==> config.mk <==
export PLATFORM = sky130hd
export DESIGN_NAME = id_decode_stage
export DESIGN_NICKNAME = d
export VERILOG_FILES = /design/src/rtl/id_decode_stage.sv
export SDC_FILE = /design/constraint.sdc
export NUM_CORES = 1
export LEC_CHECK = 0
export CAP_MARGIN = 20
export CORE_MARGIN = 4
export CORE_UTILIZATION = 25
export CTS_CLUSTER_DIAMETER = 150
export CTS_CLUSTER_SIZE = 40
export DETAILED_ROUTE_END_ITERATION = 6
export PLACE_DENSITY_LB_ADDON = 0.12
export SLEW_MARGIN = 20
export SYNTH_ARGS = -nofsm -noshare
export SYNTH_HDL_FRONTEND = slang
export SYNTH_SLANG_ARGS = --single-unit
==> constraint.sdc <==
create_clock -name clk -period 3.9 [get_ports clk]
set_input_delay 0.78 -clock clk [delete_from_list [all_inputs] [get_ports clk]]
set_output_delay 0.78 -clock clk [all_outputs]
set_load 0.01 [all_outputs]
==> src/rtl/id_decode_stage.sv <==
// id_decode_stage: registered RV32I decode stage (ID -> EX).
// Decodes the fetched instruction into the EX control bundle and registers it
// together with PC/IR and a valid bit. It also handles downstream stall, branch
// flush, load-use bubbles, an optional illegal-instruction halt, optional RV32M
// decode and a debug issue counter.
module id_decode_stage #(
    parameter int XLEN      = 32,
    parameter int EN_MUL    = 0,
    parameter int TRAP_HOLD = 1,
    parameter int CNT_W     = 16
) (
    input  logic                            clk,
    input  logic                            rst_n,
    input  logic                            i_if_valid,
    input  logic [31:0]                     i_if_ir,
    input  logic [XLEN-1:0]                 i_if_pc,
    input  logic                            i_ex_stall,
    input  logic                            i_flush,
    output logic                            o_id_ready,
    output logic                            o_id_ex_valid,
    output logic [XLEN-1:0]                 o_id_ex_pc,
    output logic [31:0]                     o_id_ex_ir,
    output logic [((EN_MUL != 0) ? 5 : 4)-1:0] o_id_ex_alu_fun,
    output logic                            o_id_ex_alu_srca,
    output logic [1:0]                      o_id_ex_alu_srcb,
    output logic [1:0]                      o_id_ex_rf_wr_sel,
    output logic                            o_id_ex_reg_write,
    output logic                            o_id_ex_mem_write,
    output logic                            o_id_ex_mem_read2,
    output logic                            o_id_ex_branch,
    output logic                            o_id_ex_jump,
    output logic                            o_id_ex_illegal,
    output logic                            o_halted,
    output logic [CNT_W-1:0]                o_issue_cnt
);

    localparam int AFW = (EN_MUL != 0) ? 5 : 4;

    localparam logic [6:0] OPC_LUI    = 7'b0110111;
    localparam logic [6:0] OPC_AUIPC  = 7'b0010111;
    localparam logic [6:0] OPC_JAL    = 7'b1101111;
    localparam logic [6:0] OPC_JALR   = 7'b1100111;
    localparam logic [6:0] OPC_BRANCH = 7'b1100011;
    localparam logic [6:0] OPC_LOAD   = 7'b0000011;
    localparam logic [6:0] OPC_STORE  = 7'b0100011;
    localparam logic [6:0] OPC_OP_IMM = 7'b0010011;
    localparam logic [6:0] OPC_OP     = 7'b0110011;

    // Control bundle carried into EX; alu_fun is always held 5 bits wide
    // internally and trimmed at the port when RV32M is not decoded.
    typedef struct packed {
        logic [4:0] alu_fun;
        logic       alu_srca;
        logic [1:0] alu_srcb;
        logic [1:0] rf_wr_sel;
        logic       reg_write;
        logic       mem_write;
        logic       mem_read2;
        logic       branch;
        logic       jump;
        logic       illegal;
    } ctrl_t;

    typedef enum logic {
        ST_RUN  = 1'b0,
        ST_HALT = 1'b1
    } state_t;

    state_t          r_state;
    state_t          w_state_nxt;
    ctrl_t           r_ctrl;
    ctrl_t           w_dec;
    logic            r_valid;
    logic [XLEN-1:0] r_pc;
    logic [31:0]     r_ir;
    logic [CNT_W-1:0] r_cnt;

    logic [6:0] w_opcode;
    logic [2:0] w_funct3;
    logic [6:0] w_funct7;
    logic [4:0] w_rs1;
    logic [4:0] w_rs2;
    logic [4:0] w_ex_rd;
    logic       w_use_rs1;
    logic       w_use_rs2;
    logic       w_hazard;
    logic       w_ready;
    logic       w_load;

    assign w_opcode = i_if_ir[6:0];
    assign w_funct3 = i_if_ir[14:12];
    assign w_funct7 = i_if_ir[31:25];
    assign w_rs1    = i_if_ir[19:15];
    assign w_rs2    = i_if_ir[24:20];
    assign w_ex_rd  = r_ir[11:7];

    // Instruction decode of the incoming IF instruction into the control bundle.
    always_comb begin
        // NOTE: every combinational output gets a default before the case so no
        // path leaves it unassigned, which would otherwise infer a latch.
        w_dec = '0;
        unique case (w_opcode)
            OPC_LUI: begin
                w_dec.alu_fun   = 5'b01001;
                w_dec.alu_srca  = 1'b1;
                w_dec.rf_wr_sel = 2'b11;
                w_dec.reg_write = 1'b1;
            end
            OPC_AUIPC: begin
                w_dec.alu_srca  = 1'b1;
                w_dec.alu_srcb  = 2'b11;
                w_dec.rf_wr_sel = 2'b11;
                w_dec.reg_write = 1'b1;
            end
            OPC_JAL, OPC_JALR: begin
                w_dec.reg_write = 1'b1;
                w_dec.jump      = 1'b1;
            end
            OPC_STORE: begin
                w_dec.alu_srcb  = 2'b10;
                w_dec.mem_write = 1'b1;
            end
            OPC_LOAD: begin
                w_dec.alu_srcb  = 2'b01;
                w_dec.rf_wr_sel = 2'b10;
                w_dec.mem_read2 = 1'b1;
                w_dec.reg_write = 1'b1;
            end
            OPC_OP_IMM: begin
                w_dec.alu_srcb  = 2'b01;
                w_dec.rf_wr_sel = 2'b11;
                w_dec.reg_write = 1'b1;
                // Only the shift-right immediates use IR[30] to pick SRA vs SRL.
                if (w_funct3 == 3'b101) begin
                    w_dec.alu_fun = {1'b0, i_if_ir[30], w_funct3};
                end else begin
                    w_dec.alu_fun = {2'b00, w_funct3};
                end
            end
            OPC_OP: begin
                if (w_funct7 == 7'b0000001) begin
                    if (EN_MUL != 0) begin
                        w_dec.alu_fun   = {2'b10, w_funct3};
                        w_dec.rf_wr_sel = 2'b11;
                        w_dec.reg_write = 1'b1;
                    end else begin
                        w_dec.illegal = 1'b1;
                    end
                end else begin
                    w_dec.alu_fun   = {1'b0, i_if_ir[30], w_funct3};
                    w_dec.rf_wr_sel = 2'b11;
                    w_dec.reg_write = 1'b1;
                end
            end
            OPC_BRANCH: begin
                w_dec.branch = 1'b1;
            end
            default: begin
                w_dec.illegal = 1'b1;
            end
        endcase
    end

    // Load-use hazard: the load in EX writes a register the IF instruction reads.
    always_comb begin
        w_use_rs1 = !((w_opcode == OPC_LUI) || (w_opcode == OPC_AUIPC) || (w_opcode == OPC_JAL));
        w_use_rs2 = (w_opcode == OPC_OP) || (w_opcode == OPC_STORE) || (w_opcode == OPC_BRANCH);
        w_hazard  = r_valid && r_ctrl.mem_read2 && (w_ex_rd != 5'd0) && i_if_valid &&
                    ((w_use_rs1 && (w_rs1 == w_ex_rd)) || (w_use_rs2 && (w_rs2 == w_ex_rd)));
    end

    // The stage accepts a new instruction only when running, unstalled and hazard-free;
    // a flush on the same edge still wins over the load.
    assign w_ready = !i_ex_stall && !w_hazard && (r_state == ST_RUN);
    assign w_load  = w_ready && !i_flush;

    // Next-state logic: an issued illegal slot parks the stage until a flush.
    always_comb begin
        w_state_nxt = r_state;
        if (i_flush) begin
            w_state_nxt = ST_RUN;
        end else if ((TRAP_HOLD != 0) && w_load && i_if_valid && w_dec.illegal) begin
            w_state_nxt = ST_HALT;
        end
    end

    // FSM state register.
    always_ff @(posedge clk or negedge rst_n) begin
        // NOTE: sequential state is always assigned with <= so every flop samples
        // pre-edge values regardless of statement order.
        if (!rst_n) begin
            r_state <= ST_RUN;
        end else begin
            r_state <= w_state_nxt;
        end
    end

    // ID/EX pipeline register and issue counter, in flush > stall > bubble > load priority.
    always_ff @(posedge clk or negedge rst_n) begin
        if (!rst_n) begin
            r_valid <= 1'b0;
            r_pc    <= '0;
            r_ir    <= '0;
            r_ctrl  <= '0;
            r_cnt   <= '0;
        end else if (i_flush) begin
            r_valid <= 1'b0;
            r_ctrl  <= '0;
        end else if (i_ex_stall) begin
            r_valid <= r_valid;
        end else if (!w_load) begin
            // Halted or load-use: push a bubble with all side effects cleared.
            r_valid <= 1'b0;
            r_ctrl  <= '0;
        end else begin
            r_valid <= i_if_valid;
            r_pc    <= i_if_pc;
            r_ir    <= i_if_ir;
            r_ctrl  <= i_if_valid ? w_dec : '0;
            if (i_if_valid) begin
                r_cnt <= r_cnt + CNT_W'(1);
            end
        end
    end

    assign o_id_ready        = w_ready;
    assign o_id_ex_valid     = r_valid;
    assign o_id_ex_pc        = r_pc;
    assign o_id_ex_ir        = r_ir;
    assign o_id_ex_alu_fun   = r_ctrl.alu_fun[AFW-1:0];
    assign o_id_ex_alu_srca  = r_ctrl.alu_srca;
    assign o_id_ex_alu_srcb  = r_ctrl.alu_srcb;
    assign o_id_ex_rf_wr_sel = r_ctrl.rf_wr_sel;
    assign o_id_ex_reg_write = r_ctrl.reg_write;
    assign o_id_ex_mem_write = r_ctrl.mem_write;
    assign o_id_ex_mem_read2 = r_ctrl.mem_read2;
    assign o_id_ex_branch    = r_ctrl.branch;
    assign o_id_ex_jump      = r_ctrl.jump;
    assign o_id_ex_illegal   = r_ctrl.illegal;
    assign o_halted          = (r_state == ST_HALT);
    assign o_issue_cnt       = r_cnt;

endmodule

**Word level (Yosys, flattened, before mapping)**

Index checks and enable logic that the tools add are counted.

- Muxes and demuxes: 23
- Reduce and logical (&&, ||, !) cells: 30
- Equality and inequality tests: 14
- Bitwise gates (word level): 3
- Add/sub/neg operators: 1

Operator list:

| cell | number |
|---|---|
| 15-bit two-way mux | 4 |
| 7-bit by 6-bit == test with 1-bit output (second input constant) | 3 |
| 7-bit == test (second input constant) | 3 |
| 16-bit by 1-bit adder with 16-bit output (second input constant) | 1 |
| 7-bit by 5-bit == test with 1-bit output (second input constant) | 2 |
| 2-bit one-hot mux with 3 select lines | 2 |
| 4-bit one-hot mux with 3 select lines | 1 |
| 1-bit logical AND | 11 |
| 1-bit two-way mux | 11 |
| 5-bit == test | 2 |
| 4-bit two-way mux | 2 |
| 8-bit OR reduction | 1 |
| 7-bit by 1-bit == test with 1-bit output (second input constant) | 1 |
| 7-bit by 2-bit == test with 1-bit output (second input constant) | 1 |
| 2-bit OR reduction | 3 |
| 6-bit OR reduction | 1 |
| 1-bit logical OR | 5 |
| 5-bit nonzero test | 1 |
| 1-bit zero test | 4 |
| 1-bit one-hot mux with 2 select lines | 2 |
| 4-bit AND reduction | 1 |
| 3-bit == test (second input constant) | 1 |
| 3-bit two-way mux | 1 |
| 1-bit inverter | 3 |
| other kinds (4) | 4 |

- Bits in registers: 97

**Longest topological paths before layout**

Gate-level depths: netlist of run 1.

- Word-level depth: 15
- Gate-level depth with buffers: 8

**Worst setup path before layout of run 1**

OpenSTA, ideal clock, no wires.

- Path type: input port to output port
- Start point: in i_if_ir[6]
- End point: out o_id_ready
- Stages on the path: 6
- Path buffers: 2
- Arrival time: 2.246 ns
- Setup slack: 0.874 ns
- Cells stage by stage: buf_2 -> or3b_1 -> o2111ai_2 -> a2111oi_4 -> buf_2 -> nor4_1

- Longest elaborated chain between the ends: 10
- Elaborated cells between the ends (all ways): 18
- Classes of those cells: eq/ne (6); reduce/logical (12)

RTL lines:

| what | line | source |
|---|---|---|
| from (decl) | 15 | `input logic [31:0] i_if_ir,` |
| 7-bit by 6-bit == test with 1-bit output or 7-bit by 5-bit == test with 1-bit output (tied branches) | 166 | `w_use_rs1 = !((w_opcode == OPC_LUI) \|\| (w_opcode == OPC_AUIPC) \|\| (w_opcode == OPC_JAL));` |
| 1-bit logical OR (2 in series) | 166 |  |
| 1-bit zero test | 166 |  |
| 1-bit logical AND | 169 | `((w_use_rs1 && (w_rs1 == w_ex_rd)) \|\| (w_use_rs2 && (w_rs2 == w_ex_rd)));` |
| 1-bit logical OR * | 169 |  |
| 1-bit logical AND * | 168 | `w_hazard = r_valid && r_ctrl.mem_read2 && (w_ex_rd != 5'd0) && i_if_valid &&` |
| 1-bit zero test * | 174 | `assign w_ready = !i_ex_stall && !w_hazard && (r_state == ST_RUN);` |
| 1-bit logical AND * (2 in series) | 174 |  |
| to (decl) | 19 | `output logic o_id_ready,` |

Every way passes the cells marked *; elsewhere a longest branch is shown, timed or not.

**Worst setup path after layout of run 1**

- Start point: in i_if_ir[4]
- End point: out o_id_ready

The elaborated chain is that of the path after synthesis.

==> results.txt, run 1 <==
In this run, synthesis produced a sequential element count of 97. CTS placed an instance of clkbuf_16 at the clock tree root. The transition time at the pin with the least slew margin came out at around 0.81 ns. The maximum buffer depth of the clock tree is 2. The global-route total usage across every layer is 0.132. Of the total power, the share spent switching nets is 0.274. The die covers a little over 20,000 µm². The initial antenna violation count was 0. Sorting the synthesized cells by area gives the leading types as dfrtp_1 (54%), mux2_4 (20%), buf_12 (2.7%). The cell occurring most often along the worst timing path is clkdlybuf4s50_1.

The number of global-route vias before repair came out at around 3,500. The largest fanout on the critical path is 3. The remaining antenna violation count is 0.

The clock network power share came out at 0.299. The clock-pin slew of the registers on the worst-case setup and hold paths came out at 0.07 ns. The power density of the placed cells came out at about 460 nW/µm². The initial core utilization came out at 0.258. The top-area cell type share of the netlist area is 0.541.

The final hold violation count is 0. Setup repair after global routing left no endpoint under its margin. The height of the chip came out at 142 µm. The clock tree synthesis step divided the H-tree into 3 levels. The analysis attributes to net switching a power of around 0.85 mW. Of all cell types, the one taking the most synthesized area is dfrtp_1. The critical path data required time is about 3.1 ns. The worst setup path is captured at an output port. For this run, asynchronously set or reset flops after synthesis account for 1.00. The total leakage power came out at between 2 and 3 nW.

The final count of pins violating max slew is 0. Among all flip-flop cells after synthesis, the most frequent one is dfrtp_1. The type of the most critical hold path is reg -> reg.

The total negative slack for setup checks is 0 ns. Clock skew on the completed layout was measured at 0.00918 ns. The later pin in the worst-skew pair is clocked with a latency of ~0.35 ns. The combined area of all synthesized cells came out at 4490 µm². The count of buffers added on input and output ports is between 150 and 200. Of the synthesized area, sequential elements account for 0.541. The number of hold buffers added after CTS came out at 0.

Before antenna repair, the detailed router went through 4 iterations. The critical path goes through clkdlybuf4s50_1 -> or3b_1 -> o2111ai_2 -> a2111oi_4 -> nor4_1 -> clkdlybuf4s50_1. The total routed wirelength is about 13 mm. The number of rows created at floorplan came out at 48. The number of violations reported at the end of detailed-routing iteration 0 came out at about 140. The repair_antennas step left the layout with diodes totalling 0. The mean cell area of the mapped netlist is 14.2 µm². In the routed layout, each cell is associated on average with a via count of between 4 and 5. The first-pass GRT wire length is slightly above 20 mm. Yosys mapped a number of flops with a built-in enable equal to 0.

The HPWL after detailed placement is ~9.5 mm. The internal portion of total power came out at between 2 and 2.5 mW. The combinational share of power is 0.286. The average wire per cell in the routed design came out at between 15 and 20 µm.

The max capacitance violation total came out at 0. The longest individual stage delay on the worst path came out at between 0.6 and 0.7 ns. The worst setup path is of the in -> out kind.

The shortest clock period the worst path allows after layout is around 3.7 ns. On the critical path, the stage with the largest delay is an instance of clkdlybuf4s50_1. The count of cells resized by post-cts repair is 0. Pin placement for this block handled around 170 I/O pins. The number of clock sinks seen by CTS came out at 97. Synthesis handed over a netlist of approximately 320 instances. The placer congestion estimate came out at 0.761. After synthesis, the netlist uses 47 different library cells. Data arrives at the worst endpoint at slightly below 3 ns. The DRC violation count after routing is 0. Measured on the finished design, the core utilization comes to 0.385. The post-CTS setup repair buffer count is 0. Counting every net in the synthesized netlist gives slightly below 400. The peak clock frequency supported by timing came out at around 270 MHz. The area added between synthesis and finish is 49.6%. STA classifies the critical path startpoint as an input pin.

The final-stage net count came out at between 500 and 600. The chip width is roughly 140 µm. The number of vias after detailed routing is between 3,000 and 4,000. The pin count of the biggest net entering global routing came out at 87. The run finished with clean final reports.

The floorplan step defined a core boundary enclosing between 15,000 and 20,000 µm². The fraction of final layout cells with drive strength greater than 1 is 0.207. For this run, the number of Yosys warnings is 0. The final-report setup violation count is 0. TritonCTS built the clock tree. The normalized max-slew margin is 0.458. The total global routing overflow is 0.

The number of buffers created by CTS is 9. The share of the clock period used by the worst path after layout is 0.944. The highest ir drop seen on vdd is 0.217 mV.

The share of total power dissipated in sequential elements is 0.415.
cell type report:
| class | count | area (µm²) |
|---|---|---|
| multi-input combinational | 200 | 1890 |
| clock buffer | 12 | 256 |
| clock inverter | 4 | 51.3 |
| timing repair buffer | 180 | 1790 |
| sequential | 97 | 2430 |
| fill | 1676 | 10700 |
| tap | 225 | 282 |
| inverter | 5 | 18.8 |
synthesized netlist by cell type (all sizes together) (2+ instances only):
cell / instances
nor4b: 3
dfrtp: 97
buf: 11
nor3: 7
nor4: 11
a32o: 2
xor2: 13
a21boi: 3
o21ai: 9
xnor2: 12
clkbuf: 3
nor3b: 2
o41ai: 2
nand2: 23
a31oi: 2
nand3: 8
inv: 5
a22oi: 2
nor2: 9
a22o: 4
nand4: 2
and3: 5
mux2: 65
critical path: cells and delay by family:
| family | cells | cell delay, ns |
|---|---|---|
| simple gates | 2 | 0.67 |
| buf+inv | 2 | 1.13 |
| compound gates | 2 | 0.32 |
power by group through the flow:
stage | logic [mW] | clock network (mW) | registers [mW]
after floorplan | 0.330 | 0 | 1.37
final | 0.891 | 0.933 | 1.29
after CTS | 0.909 | 0.969 | 1.30
after global placement | 0.900 | 0 | 1.31
after global routing | 0.948 | 1.01 | 1.32
after detailed placement | 0.902 | 0 | 1.31
layer usage:
metal | up-vias | track usage | wire length, µm
met2 | 118 | 0.197 | 5760
met5 | - | 0 | 0
met4 | 0 | 0.0439 | 172
li1 | 1486 | - | -
met3 | 12 | 0.0360 | 839
met1 | 1582 | 0.185 | 6250
logic make-up (layout without fill, tap and decap cells):
logic type	count (synthesis)	in the layout	share of synthesized area
DFF	97	97	0.541
AOI/OAI and AO/OA	31	31	0.0602
muxes	65	65	0.213
buffers and inverters	19	201	0.0404
adders and majority gates	1	1	0.00279
xor gates and xnor gates	25	25	0.0488
and+or+nand+nor	78	78	0.0937
path summary, 6_finish.rpt:
kind | from | endpoint | slack (ns) | cells past startpoint
setup / recovery | i_if_ir[4] | o_id_ready | 0.22 | 6
hold / removal | o_id_ex_alu_fun[0] | o_id_ex_alu_fun[0] | 0.48 | 2
setup reg to reg | o_id_ex_ir[9] | o_id_ex_ir[1] | 1.17 | 7
hold reg to reg | o_id_ex_alu_fun[0] | o_id_ex_alu_fun[0] | 0.48 | 2
max in group asynchronous | rst_n | o_issue_cnt[11] | 2.68 | 2
min in group asynchronous | rst_n | o_id_ex_pc[6] | 0.51 | 1
state kept, by name, summed over array words and instances, names as in the netlist, 2 cells and up:
register	flops
o_id_ex_rf_wr_sel	2
o_id_ex_ir	32
o_id_ex_pc	32
o_id_ex_alu_fun	4
o_issue_cnt	16
o_id_ex_alu_srcb	2
metrics by stage:
step	area [µm²]	cells	hold slack, ns	worst slack (ns)	power, mW
2_1_floorplan	4490	316	0.484	0.874	1.70
3_3_place_gp	6400	707	0.468	0.192	2.21
3_5_place_dp	6410	707	0.465	0.236	2.21
4_1_cts	6710	723	0.486	0.196	3.17
5_1_grt	6710	723	0.507	0.0870	3.28
6_report	6710	723	0.480	0.218	3.12
placed cells by master, fill, tap and decap left out, drive strengths merged, types with 2 or more instances in the layout:
cell,count
a22oi,2
nor4b,3
nor3,7
o41ai,2
dfrtp,97
xor2,13
clkdlybuf4s50,165
a21boi,3
a22o,4
nor2,9
a31oi,2
and3,5
nor4,11
buf,15
inv,5
mux2,65
nand2,23
xnor2,12
nor3b,2
nand4,2
clkinv,2
clkbuf,12
nand3,8
o21ai,9
a32o,2
No activity file was read; power rests on OpenSTA's default activity.
==> inputs of run 2 (changes only) <==
Settings changed: CAP_MARGIN 20 to default, TNS_END_PERCENT from default to 20.
==> results of run 2 <==
The final DEF is identical to that of run 1; final timing and power are the same.
==> inputs of run 3 (changes only) <==
Settings changed: CAP_MARGIN from default to 15, CORE_UTILIZATION 25 to 48.
==> run 3 against run 2 <==
Net effect:
- worst setup slack improved by 0.032 ns
- largest cell class unchanged
- register-to-register slack barely moved
- first-iteration DRC count is 32% lower
- power is 9.5% lower
- highest routed layer unchanged
- count of clock-buffer cells in the layout shrank 2
- critical endpoint unchanged
- clock skew grew 0.0065 ns
==> results.txt, run 3 (same netlist as run 1, synthesis figures left out) <==
The run finished with clean final reports. The total negative slack for setup checks came to 0 ns (unchanged). The final count of pins violating max slew is 0 (unchanged). The critical path data required time came out at 3.12 ns (about the same). The total routed wirelength came out at 11.0 mm (-16%). The max capacitance violation total is 0 (unchanged).

The number of violations reported at the end of detailed-routing iteration 0 is 94 (-32%). The critical-path cell with the highest stage delay is clkdlybuf4s50_1. The remaining antenna violation count came out at 0 (unchanged).

The pin count of the biggest net entering global routing came to 88 (+1.1%). The number of vias after detailed routing was 3,185 (-0.41%). The height of the chip is 105 µm (-26%). From synthesis to final layout, the design area changed by 43.3%. The post-CTS setup repair buffer count is 0 (unchanged).

The number of global-route vias before repair is 3,426 (-2.3%). The die footprint came out at 11,000 µm² (-46%). The DRC violation count after routing came to 0 (unchanged). The clock latency on the worst-skew pair is 0.36 ns (about the same).

The total power of the final layout is 2.82 mW (-9.5%). The final-report setup violation count is 0 (unchanged). Setup repair after global routing left no endpoint under its margin. The average wire per cell in the routed design came out at 18.1 µm (+0.51%).

The total global routing overflow came to 0 (unchanged). The global-route total usage across every layer came out at 0.205 (+0.0728). The detailed-router iteration count before antenna repair is 4 (unchanged). The HPWL after detailed placement came out at 8.10 mm (-14%).

The final design area excluding fillers was 6430 µm² (-4.2%). The fraction of final layout cells with drive strength greater than 1 came out at 0.204 (-0.00320). The peak clock frequency supported by timing came out at 274 MHz (+0.88%).

The largest fanout on the critical path is 4 (+1). The number of rows created at floorplan is 35 (-27%). The worst clock skew came to 0.0157 ns (+0.00654 ns). STA classifies the critical path startpoint as an input pin. The number of H-tree levels was 3 (unchanged). The initial core utilization is 0.490 (+0.233). TritonCTS built the clock tree.

In this run the worst hold path is classified as in -> async. The kind of end point of the critical path is an output port. The normalized max-slew margin was 0.494 (+0.0362). The worst path setup slack after routing is 0.250 ns (+0.0322 ns).

The number of buffers created by CTS came out at 9 (unchanged). The average vias per placed instance came out at 5.25 (+19%). The placement-stage cell area is 6230 µm² (-2.7%). The maximum buffer depth of the clock tree is 2 (unchanged).

The chip width came out at 105 µm (-26%). The count of cells resized by post-cts repair came out at 0 (unchanged). The critical path is of the in -> out type.

In the layout the commonest cells are clkdlybuf4s50_1 (165), dfrtp_1 (97), mux2_4 (60). The data arrival time of the worst path came out at 2.87 ns (-0.03 ns). The shortest clock period the worst path allows after layout is 3.65 ns (-0.0322 ns). The first-pass GRT wire length came out at 18.1 mm (-12%). The number of hold buffers added after CTS came out at 0 (unchanged). The number of port buffers came out at 166 (unchanged). The share of the clock period used by the worst path after layout was 0.936 (-0.00825).

The transition time at the pin with the least slew margin is 0.759 ns (-0.0543 ns). The I/O pin count is 167 (unchanged). The cell at the root of the clock tree is clkbuf_8. The clock-pin slew of the registers on the worst-case setup and hold paths came out at 0.10 ns (+0.03 ns).

The number of clock sinks seen by CTS is 97 (unchanged). Leaving out fill and tap cells, the most frequent cell in the layout is clkdlybuf4s50_1. The final hold violation count is 0 (unchanged).

The critical path goes through clkdlybuf4s50_1 -> buf_4 -> and4bb_2 -> nand2_1 -> nor4_1 -> nor4_1 -> clkdlybuf4s50_1. The total leakage power came out at 2.78 nW (-2.4%). The initial antenna violation count is 0 (unchanged). The longest individual stage delay on the worst path was 0.52 ns (-0.11 ns).

The total core area is 9150 µm² (-47%). The worst hold-check slack came out at 0.468 ns (-0.0118 ns). The power density of the placed cells is 439 nW/µm² (-5.5%). The final-stage net count was 561 (-0.36%). The highest ir drop seen on vdd is 0.218 mV (+0.34%). The placer congestion estimate came out at 0.759 (-0.26%). The number of antenna repair diodes is 0 (unchanged).

The pre-CTS worst setup slack came out at 0.251 ns (+0.0146 ns).
## run 3: power by group
part / total, mW / switching (mW) / internal, mW
Clock: 0.657 / 0.358 / 0.300
Sequential: 1.29 / 0.130 / 1.16
Combinational: 0.871 / 0.309 / 0.562
## run 3: area by class of cell
| class | instances | area [µm²] |
|---|---|---|
| inverter | 5 | 18.8 |
| tap | 111 | 139 |
| multi-input combinational | 200 | 1890 |
| timing repair buffer | 178 | 1770 |
| fill | 691 | 2720 |
| clock inverter | 6 | 67.6 |
| clock buffer | 10 | 128 |
| sequential | 97 | 2430 |
## run 3: worst paths after layout
path | slack [ns] | end | startpoint | cells past startpoint
min | 0.47 | o_id_ex_pc[0] | rst_n | 1
max in group asynchronous | 2.82 | o_id_ex_jump | rst_n | 2
min in group clk | 0.48 | o_issue_cnt[15] | o_issue_cnt[15] | 1
max | 0.25 | o_id_ready | i_if_ir[3] | 7
max reg2reg | 1.17 | o_id_ex_pc[11] | o_id_ex_ir[8] | 7
min reg2reg | 0.48 | o_issue_cnt[15] | o_issue_cnt[15] | 1
## run 3: critical path: cells and delay by family
family        cells  cell delay (ns)
buf+inv           3             1.10
simple gates      4             0.99
## run 3: metal layers
metal / track usage / share of wire / up-vias / routed length (µm)
met5: 0 / 0 / - / 0
met4: 0.0562 / 0.0088 / 0 / 97
met3: 0.0463 / 0.057 / 8 / 626
met2: 0.327 / 0.48 / 100 / 5280
met1: 0.283 / 0.45 / 1595 / 4980
li1: - / - / 1482 / -
## run 3: per-stage QoR
stage               std cells  utilization
global route              607        0.703
finish                    607        0.703
floorplan                 316            -
global placement          591        0.681
detailed placement        591        0.681
CTS                       607        0.702
